File: config.mk
export PLATFORM = sky130hd
export DESIGN_NAME = cla_pipe_adder_flat
export DESIGN_NICKNAME = d
export VERILOG_FILES = /design/src/rtl/cla_pkg.sv /design/src/rtl/cla_pipe_adder_if.sv /design/src/rtl/cla_group4.sv /design/src/rtl/cla_pipe_adder.sv /design/src/flat_wrapper.sv
export SDC_FILE = /design/constraint.sdc
export NUM_CORES = 1
export LEC_CHECK = 0
export BUFFER_PORTS_ARGS = -buffer_cell sky130_fd_sc_hd__buf_2
export CAP_MARGIN = 20
export CORE_MARGIN = 8
export CORE_UTILIZATION = 28
export CTS_CLUSTER_SIZE = 20
export DETAILED_ROUTE_END_ITERATION = 7
export PLACE_DENSITY = 0.52
export SETUP_SLACK_MARGIN = 0.15
export SYNTH_ARGS = -nofsm -noshare
export SYNTH_HDL_FRONTEND = slang
export SYNTH_SLANG_ARGS = --single-unit
File: constraint.sdc
create_clock -name clk -period 2.02 [get_ports clk]
set_input_delay 0.202 -clock clk [delete_from_list [all_inputs] [get_ports clk]]
set_output_delay 0.202 -clock clk [all_outputs]
set_load 0.005 [all_outputs]
File: src/rtl/cla_pkg.sv
// -----------------------------------------------------------------------------
// cla_pkg
//   Shared definitions for the pipelined carry-lookahead adder.
//   - GROUP_W    : width of one lookahead group (4 bits)
//   - CLA_MAX_W  : widest operand the stage payload struct can carry
//   - cla_stages : pipeline depth L for a given WIDTH / PIPE_GROUPS
//   - cla_stage_t: payload held in every pipeline stage register
// -----------------------------------------------------------------------------
package cla_pkg;

  localparam int GROUP_W   = 4;
  localparam int CLA_MAX_W = 64;

  // Number of register stages: each stage resolves PIPE_GROUPS 4-bit groups.
  function automatic int cla_stages(input int width, input int pipe_groups);
    return width / (GROUP_W * pipe_groups);
  endfunction

  // Stage payload. sum holds every slice resolved so far (lower slices ride
  // along unchanged); a_rem/b_rem hold the operands still to be consumed, with
  // b already inverted for subtraction. Fields are sized for the widest build;
  // only the low WIDTH bits are meaningful.
  typedef struct packed {
    logic                 valid;
    logic                 carry;
    logic [CLA_MAX_W-1:0] sum;
    logic [CLA_MAX_W-1:0] a_rem;
    logic [CLA_MAX_W-1:0] b_rem;
  } cla_stage_t;

endpackage

File: src/rtl/cla_pipe_adder_if.sv
// -----------------------------------------------------------------------------
// cla_pipe_adder_if
//   Operand/result handshake bundle for cla_pipe_adder.
//   master: produces operands (in_valid, a, b, cin, sub) and out_ready.
//   slave : the adder; produces in_ready, out_valid, sum, cout (and ovf).
//   Optional: ovf exists only when CLA_PIPE_OVF_EN is defined.
// -----------------------------------------------------------------------------
interface cla_pipe_adder_if #(
  parameter int WIDTH = 16
) ();

  logic             in_valid;
  logic             in_ready;
  logic [WIDTH-1:0] a;
  logic [WIDTH-1:0] b;
  logic             cin;
  logic             sub;
  logic             out_valid;
  logic             out_ready;
  logic [WIDTH-1:0] sum;
  logic             cout;
`ifdef CLA_PIPE_OVF_EN
  logic             ovf;
`endif

  modport master (
    output in_valid, a, b, cin, sub, out_ready,
    input  in_ready, out_valid, sum, cout
`ifdef CLA_PIPE_OVF_EN
    , input ovf
`endif
  );

  modport slave (
    input  in_valid, a, b, cin, sub, out_ready,
    output in_ready, out_valid, sum, cout
`ifdef CLA_PIPE_OVF_EN
    , output ovf
`endif
  );

endinterface

File: src/rtl/cla_group4.sv
// -----------------------------------------------------------------------------
// cla_group4
//   4-bit carry-lookahead group.
//   a, b : operand nibbles
//   c_in : carry into bit 0
//   s    : sum nibble
//   g, p : group generate / propagate for the next lookahead level
// -----------------------------------------------------------------------------
module cla_group4 (
  input  logic [3:0] a,
  input  logic [3:0] b,
  input  logic       c_in,
  output logic [3:0] s,
  output logic       g,
  output logic       p
);

  logic [3:0] gi;
  logic [3:0] pi;
  logic [3:1] c;

  assign gi = a & b;
  assign pi = a ^ b;

  // Flat lookahead: every internal carry depends only on gi/pi and c_in.
  assign c[1] = gi[0] | (pi[0] & c_in);
  assign c[2] = gi[1] | (pi[1] & gi[0]) | (pi[1] & pi[0] & c_in);
  assign c[3] = gi[2] | (pi[2] & gi[1]) | (pi[2] & pi[1] & gi[0])
              | (pi[2] & pi[1] & pi[0] & c_in);

  assign s = pi ^ {c[3:1], c_in};

  // g/p never depend on c_in, so the next level can chain groups freely.
  assign g = gi[3] | (pi[3] & gi[2]) | (pi[3] & pi[2] & gi[1])
           | (pi[3] & pi[2] & pi[1] & gi[0]);
  assign p = &pi;

endmodule

File: src/rtl/cla_pipe_adder.sv
// -----------------------------------------------------------------------------
// cla_pipe_adder
//   Pipelined carry-lookahead adder/subtractor. WIDTH-bit operands are split
//   into 4-bit groups; each of the L = WIDTH/(4*PIPE_GROUPS) register stages
//   resolves PIPE_GROUPS groups and hands its carry to the next stage.
//   Ports:
//     clk   : clock, rising edge
//     rst_n : asynchronous active-low reset
//     bus   : cla_pipe_adder_if.slave (in_valid/in_ready/a/b/cin/sub,
//             out_valid/out_ready/sum/cout[/ovf])
//   Optional: CLA_PIPE_OVF_EN adds the registered signed-overflow output ovf.
// -----------------------------------------------------------------------------
module cla_pipe_adder
  import cla_pkg::*;
#(
  parameter int WIDTH       = 16,
  parameter int PIPE_GROUPS = 1
) (
  input  logic                clk,
  input  logic                rst_n,
  cla_pipe_adder_if.slave     bus
);

  localparam int L  = cla_stages(WIDTH, PIPE_GROUPS);
  localparam int SW = GROUP_W * PIPE_GROUPS;   // bits resolved per stage
  localparam int NG = WIDTH / GROUP_W;         // total lookahead groups

  cla_stage_t stage_q  [L];   // stage registers
  cla_stage_t stage_in [L];   // payload entering each stage's logic
  cla_stage_t nxt      [L];   // payload captured by each stage
  cla_stage_t head;           // payload built from the input ports

  logic [3:0]       grp_a [NG];
  logic [3:0]       grp_b [NG];
  logic [NG-1:0]    c_grp;
  logic [NG-1:0]    gg;
  logic [NG-1:0]    gp;
  logic [WIDTH-1:0] grp_s;
  logic [L-1:0]     st_c_out;
  logic             adv;

  // Whole pipe moves together; a full pipe only stalls on out_ready=0.
  assign adv          = bus.out_ready | ~stage_q[L-1].valid;
  assign bus.in_ready = adv;

  // Subtraction is a + ~b + 1: invert b here and force the carry-in to 1.
  // NOTE: every always_comb output gets a full default first so no path
  // leaves a bit unassigned and infers a latch.
  always_comb begin
    head                   = '0;
    head.valid             = bus.in_valid;
    head.carry             = bus.sub | bus.cin;
    head.a_rem[WIDTH-1:0]  = bus.a;
    head.b_rem[WIDTH-1:0]  = bus.b ^ {WIDTH{bus.sub}};
  end

  for (genvar k = 0; k < L; k++) begin : g_stage_in
    if (k == 0) begin : g_head
      assign stage_in[k] = head;
    end else begin : g_chain
      assign stage_in[k] = stage_q[k-1];
    end
  end

  for (genvar g = 0; g < NG; g++) begin : g_grp
    localparam int K = g / PIPE_GROUPS;
    assign grp_a[g] = stage_in[K].a_rem[GROUP_W*g +: GROUP_W];
    assign grp_b[g] = stage_in[K].b_rem[GROUP_W*g +: GROUP_W];

    cla_group4 u_grp (
      .a    (grp_a[g]),
      .b    (grp_b[g]),
      .c_in (c_grp[g]),
      .s    (grp_s[GROUP_W*g +: GROUP_W]),
      .g    (gg[g]),
      .p    (gp[g])
    );
  end

  // Group-level lookahead. The chain restarts at each stage boundary from
  // that stage's registered carry, so no carry path crosses a register.
  always_comb begin
    logic c;
    c        = 1'b0;
    c_grp    = '0;
    st_c_out = '0;
    for (int g = 0; g < NG; g++) begin
      if (g % PIPE_GROUPS == 0) c = stage_in[g / PIPE_GROUPS].carry;
      c_grp[g] = c;
      c        = gg[g] | (gp[g] & c);
      if (g % PIPE_GROUPS == PIPE_GROUPS - 1) st_c_out[g / PIPE_GROUPS] = c;
    end
  end

  // Each stage forwards everything it received and fills in its own slice.
  always_comb begin
    for (int k = 0; k < L; k++) begin
      nxt[k]                  = stage_in[k];
      nxt[k].carry            = st_c_out[k];
      nxt[k].sum[k*SW +: SW]  = grp_s[k*SW +: SW];
    end
  end

`ifdef CLA_PIPE_OVF_EN
  logic ovf_d;
  logic ovf_q;

  // Carry into the MSB is recovered from the MSB sum bit: s = a ^ b ^ c.
  assign ovf_d   = (grp_a[NG-1][3] ^ grp_b[NG-1][3] ^ grp_s[WIDTH-1])
                 ^ st_c_out[L-1];
  assign bus.ovf = ovf_q;
`endif

  // NOTE: the data fields are reset along with the valid bits because the
  // final stage drives sum/cout directly and they must read 0 out of reset.
  // NOTE: sequential state uses non-blocking assignments so all stages
  // sample their predecessors' old values on the same edge.
  always_ff @(posedge clk or negedge rst_n) begin
    if (!rst_n) begin
      for (int k = 0; k < L; k++) stage_q[k] <= '0;
`ifdef CLA_PIPE_OVF_EN
      ovf_q <= 1'b0;
`endif
    end else if (adv) begin
      for (int k = 0; k < L; k++) stage_q[k] <= nxt[k];
`ifdef CLA_PIPE_OVF_EN
      ovf_q <= ovf_d;
`endif
    end
  end

  assign bus.out_valid = stage_q[L-1].valid;
  assign bus.sum       = stage_q[L-1].sum[WIDTH-1:0];
  assign bus.cout      = stage_q[L-1].carry;

  // The last stage's leftover operand bits and the unused upper field bits
  // have no consumer; fold them into a single sink.
  logic unused_tail;
  assign unused_tail = ^stage_q[L-1];

endmodule

File: src/flat_wrapper.sv
// flat-port wrapper written by rule: the top's interface ports become plain ports
module cla_pipe_adder_flat import cla_pkg::*;
#(
  parameter int WIDTH       = 16,
  parameter int PIPE_GROUPS = 1
)
  (clk, rst_n, bus_in_valid, bus_a, bus_b, bus_cin, bus_sub, bus_out_ready, bus_in_ready, bus_out_valid, bus_sum, bus_cout);
  cla_pipe_adder_if #(.WIDTH(WIDTH)) bus_i ();
  input  logic clk;
  input  logic rst_n;
  input wire logic [$bits(bus_i.in_valid)-1:0] bus_in_valid;
  input wire logic [$bits(bus_i.a)-1:0] bus_a;
  input wire logic [$bits(bus_i.b)-1:0] bus_b;
  input wire logic [$bits(bus_i.cin)-1:0] bus_cin;
  input wire logic [$bits(bus_i.sub)-1:0] bus_sub;
  input wire logic [$bits(bus_i.out_ready)-1:0] bus_out_ready;
  output wire logic [$bits(bus_i.in_ready)-1:0] bus_in_ready;
  output wire logic [$bits(bus_i.out_valid)-1:0] bus_out_valid;
  output wire logic [$bits(bus_i.sum)-1:0] bus_sum;
  output wire logic [$bits(bus_i.cout)-1:0] bus_cout;
  assign bus_i.in_valid = bus_in_valid;
  assign bus_i.a = bus_a;
  assign bus_i.b = bus_b;
  assign bus_i.cin = bus_cin;
  assign bus_i.sub = bus_sub;
  assign bus_i.out_ready = bus_out_ready;
  assign bus_in_ready = bus_i.in_ready;
  assign bus_out_valid = bus_i.out_valid;
  assign bus_sum = bus_i.sum;
  assign bus_cout = bus_i.cout;
  cla_pipe_adder #(.WIDTH(WIDTH), .PIPE_GROUPS(PIPE_GROUPS)) u_core (.clk(clk), .rst_n(rst_n), .bus(bus_i));
endmodule
==> impl_metrics.py <==
metrics = {
    "synth": {
        "synth_area_sq_um": 4220,
        "synth_nets": 507,
        "synth-simple-area-share_pct": 19.6,
        "synth_top_family_by_area": "simple AND/OR/NAND/NOR gates",
        "async_reset_ff_share_pct": 100,
        "netlist.top_cell.by_area": "dfrtp_1",
        "synth_edf_count": 0,
        "yosysSeqAreaShare_pct": 57.0,
        "synth_area_leaders": "dfrtp_1 57%, nand2_1 18%, ha_1 4.7%",
        "synth_top_cell_area_share_pct": 57.0,
        "yosys_warnings": 0,
        "synth_compound_area_share_pct": 8.61,
        "synth.mux.area_fraction_pct": 0,
        "netlist_instances": 449,
        "ys.flop_type": "dfrtp_1",
        "synth_common_cells": "204 x nand2_1, 96 x dfrtp_1, 32 x o21ai_0",
        "synthDistinctLibCells": 27,
        "yosysMostFrequentCell": "nand2_1",
        "synth-seq-cells": 96,
        "synthXorXnorAreaFrac_pct": 4.78,
        "synth_adder_area_share_pct": 6.65,
        "synth_area_per_cell_sq_um": 9.39,
    },
    "timing": {
        "slew_viol_final": 0,
        "rsz0062_at_grt": "false",
        "fin_crit_ps": 1660,
        "setup_violations": 0,
        "worst_pin_slew_ps": 570,
        "worst_slew_margin_rel_pct": 62.0,
        "max_freq_mhz": 602,
        "report.final.hold_viol_count": 0,
        "period_share_pct": 82.2,
        "finalSetupTns_ps": 0,
        "finalClockSkew_ps": 6.08,
    },
    "clocking": {
        "numCtsBuffers": 9,
        "clock-sinks": 96,
        "cts_tree": "yes",
        "cts_resized": 0,
        "clk_pin_slew_ps": 60,
        "worstSkewPairLatency_ps": 340,
        "clk_path_buf_depth": 2,
        "post_cts_buffers": 0,
        "htree_levels": 3,
        "root_buffer": "clkbuf_16",
    },
    "min_path": {
        "holdPathStages": 3,
        "hold_start": "bus_a[8]",
        "hold_end": "u_core.nxt[460]",
        "holdCritPathClass": "input port to flip-flop",
    },
    "pwr": {
        "power_mw": 7.68,
        "peakVddDrop_mv": 0.515,
        "powerDensity_nw_per_um2": 1510,
        "power.leakage_nw": 2.57,
    },
    "global_route": {
        "grt_max_degree": 104,
        "first_global_vias": 3056,
        "antenna_found_initial": 0,
        "grt_first_pass_wirelength_um": 15100,
        "grt_overflow_total": 0,
        "grtUsageTotal_pct": 9.56,
    },
    "floorplanning": {
        "coreArea_sq_um": 15000,
        "rows": 45,
        "die_x_um": 139,
        "ioPinCount": 57,
        "start_util_pct": 28.2,
        "die_area_sq_um": 19200,
        "die_h_um": 139,
    },
    "routing": {
        "drt-pass1-iter-count": 5,
        "num_vias": 2962,
        "wl_um": 8600,
        "drc": 0,
        "routedWlPerCell_um": 12.3,
        "ant_nets": 0,
        "drt-initial-drc-count": 201,
        "viasPerCell": 4.26,
    },
    "setup_path": {
        "worstPathMaxFanout": 44,
        "slowest_stage": "dfrtp_1",
        "crit_type": "flip-flop to output pin",
        "cp_cell_sequence": "nor2b_4, inv_2, buf_12, buf_2",
        "endpoint_kind": "output pin",
        "r2r_end": "u_core.c_grp[2]",
        "reg2reg_slack_ps": 430,
        "r2r_cells": 5,
        "cp.arrival_ps": 1460,
        "worstSetupStartpointType": "flip-flop",
        "max_stage_delay_ps": 370,
        "timing.rr.start": "u_core.grp_a[8]",
        "crit_required_ps": 1820,
    },
    "finish": {
        "layout-area-overhead-vs-synth_pct": 20.8,
        "final_layout_size_suffix_gt1_share_pct": 16.7,
        "antenna_cells": 0,
        "nets": 561,
        "final_cells": 696,
    },
    "status": {
        "status": "complete, no violations",
    },
    "job": {
        "maxCapViolCount": 0,
    },
    "placed_design": {
        "placedCellCount": 679,
        "place_congestion": 0.727,
        "dp_hpwl_um": 6120,
        "io_buffers": 56,
    },
}
[timing repair]
action / in CTS / in global routing
hold buffers: 1 / 0
hold endpoints to repair: 41 / 0
setup endpoints to repair: 0 / 0
[final cells by class]
| class | count | area (sq um) |
|---|---|---|
| Sequential cell | 96 | 2400 |
| Fill cell | 1594 | 9880 |
| Timing Repair Buffer | 65 | 390 |
| Inverter | 10 | 37.5 |
| Multi-Input combinational cell | 321 | 1680 |
| Tap cell | 188 | 235 |
| Clock buffer | 11 | 243 |
| Clock inverter | 5 | 104 |
[cell families after synthesis]
family,after synthesis
AND/OR/NAND/NOR,217
flip-flops,96
buffers and inverters,32
AO/OA/AOI/OAI,61
adder cells (fa/ha/maj),20
XOR/XNOR,23
[through the flow]
stage,cell area [sq um],hold WS [ps],setup WS [ps],utilization [%]
CTS,5090,51.3,321,34.0
floorplan,4220,-93.6,167,-
finish,5090,60.1,359,34.0
global route,5090,65.0,276,34.0
global placement,4740,238,246,31.6
detailed placement,4740,241,157,31.6
[layout by cell type (no fill, tap or decap), drive strengths merged]
cell type,n
a31o,1
dfrtp,96
a21o,3
o211ai,1
or2,1
a21oi,10
o31ai,1
clkbuf,11
inv,10
xor2,8
clkinv,2
bufinv,3
fa,4
a22oi,1
and2,1
buf,64
dlygate4sd3,1
nand2b,1
a21boi,1
nor2b,1
xnor2,15
a211oi,8
o21ai,32
or3,1
nand2,204
nor2,8
ha,16
o21bai,3
[how the worst max path moves through the flow]
| stage | cells after the start | start | to |
|---|---|---|---|
| after floorplan | 8 | bus_sub | u_core.nxt[519] |
| after global placement | 7 | bus_sub | u_core.nxt[519] |
| after detailed placement | 7 | bus_sub | u_core.nxt[519] |
| after CTS | 4 | u_core.bus.out_valid | bus_in_ready |
| after global routing | 4 | u_core.bus.out_valid | bus_in_ready |
| final | 4 | u_core.bus.out_valid | bus_in_ready |
[per-layer routing]
metal | global-route usage (%) | share of wire, %
met1 | 13.7 | 55
met5 | 0 | 0
met3 | 1.72 | 2.5
met4 | 5.03 | 1.4
met2 | 13.3 | 41
[power breakdown]
group	total [mW]	leakage [nW]	switching, mW	internal [mW]
combinational	2.50	1.24	1.42	1.08
clock	1.94	0.170	0.700	1.24
sequential	3.23	1.16	0.452	2.78
[worst max-delay path: cells and delay by family (launching register included)]
family	cells	cell delay [ps]
buf+inv	3	580
flops	1	370
simple gates	1	140
[state kept, by name, indices dropped and copies added, names as in the netlist]
name and count:
u_core.nxt 51, u_core.bus.sum 16, u_core.grp_a 12, u_core.grp_b 12, u_core.c_grp 3, u_core.bus.cout 1
u_core.bus.out_valid 1
Power figures use the tool's default switching activity.
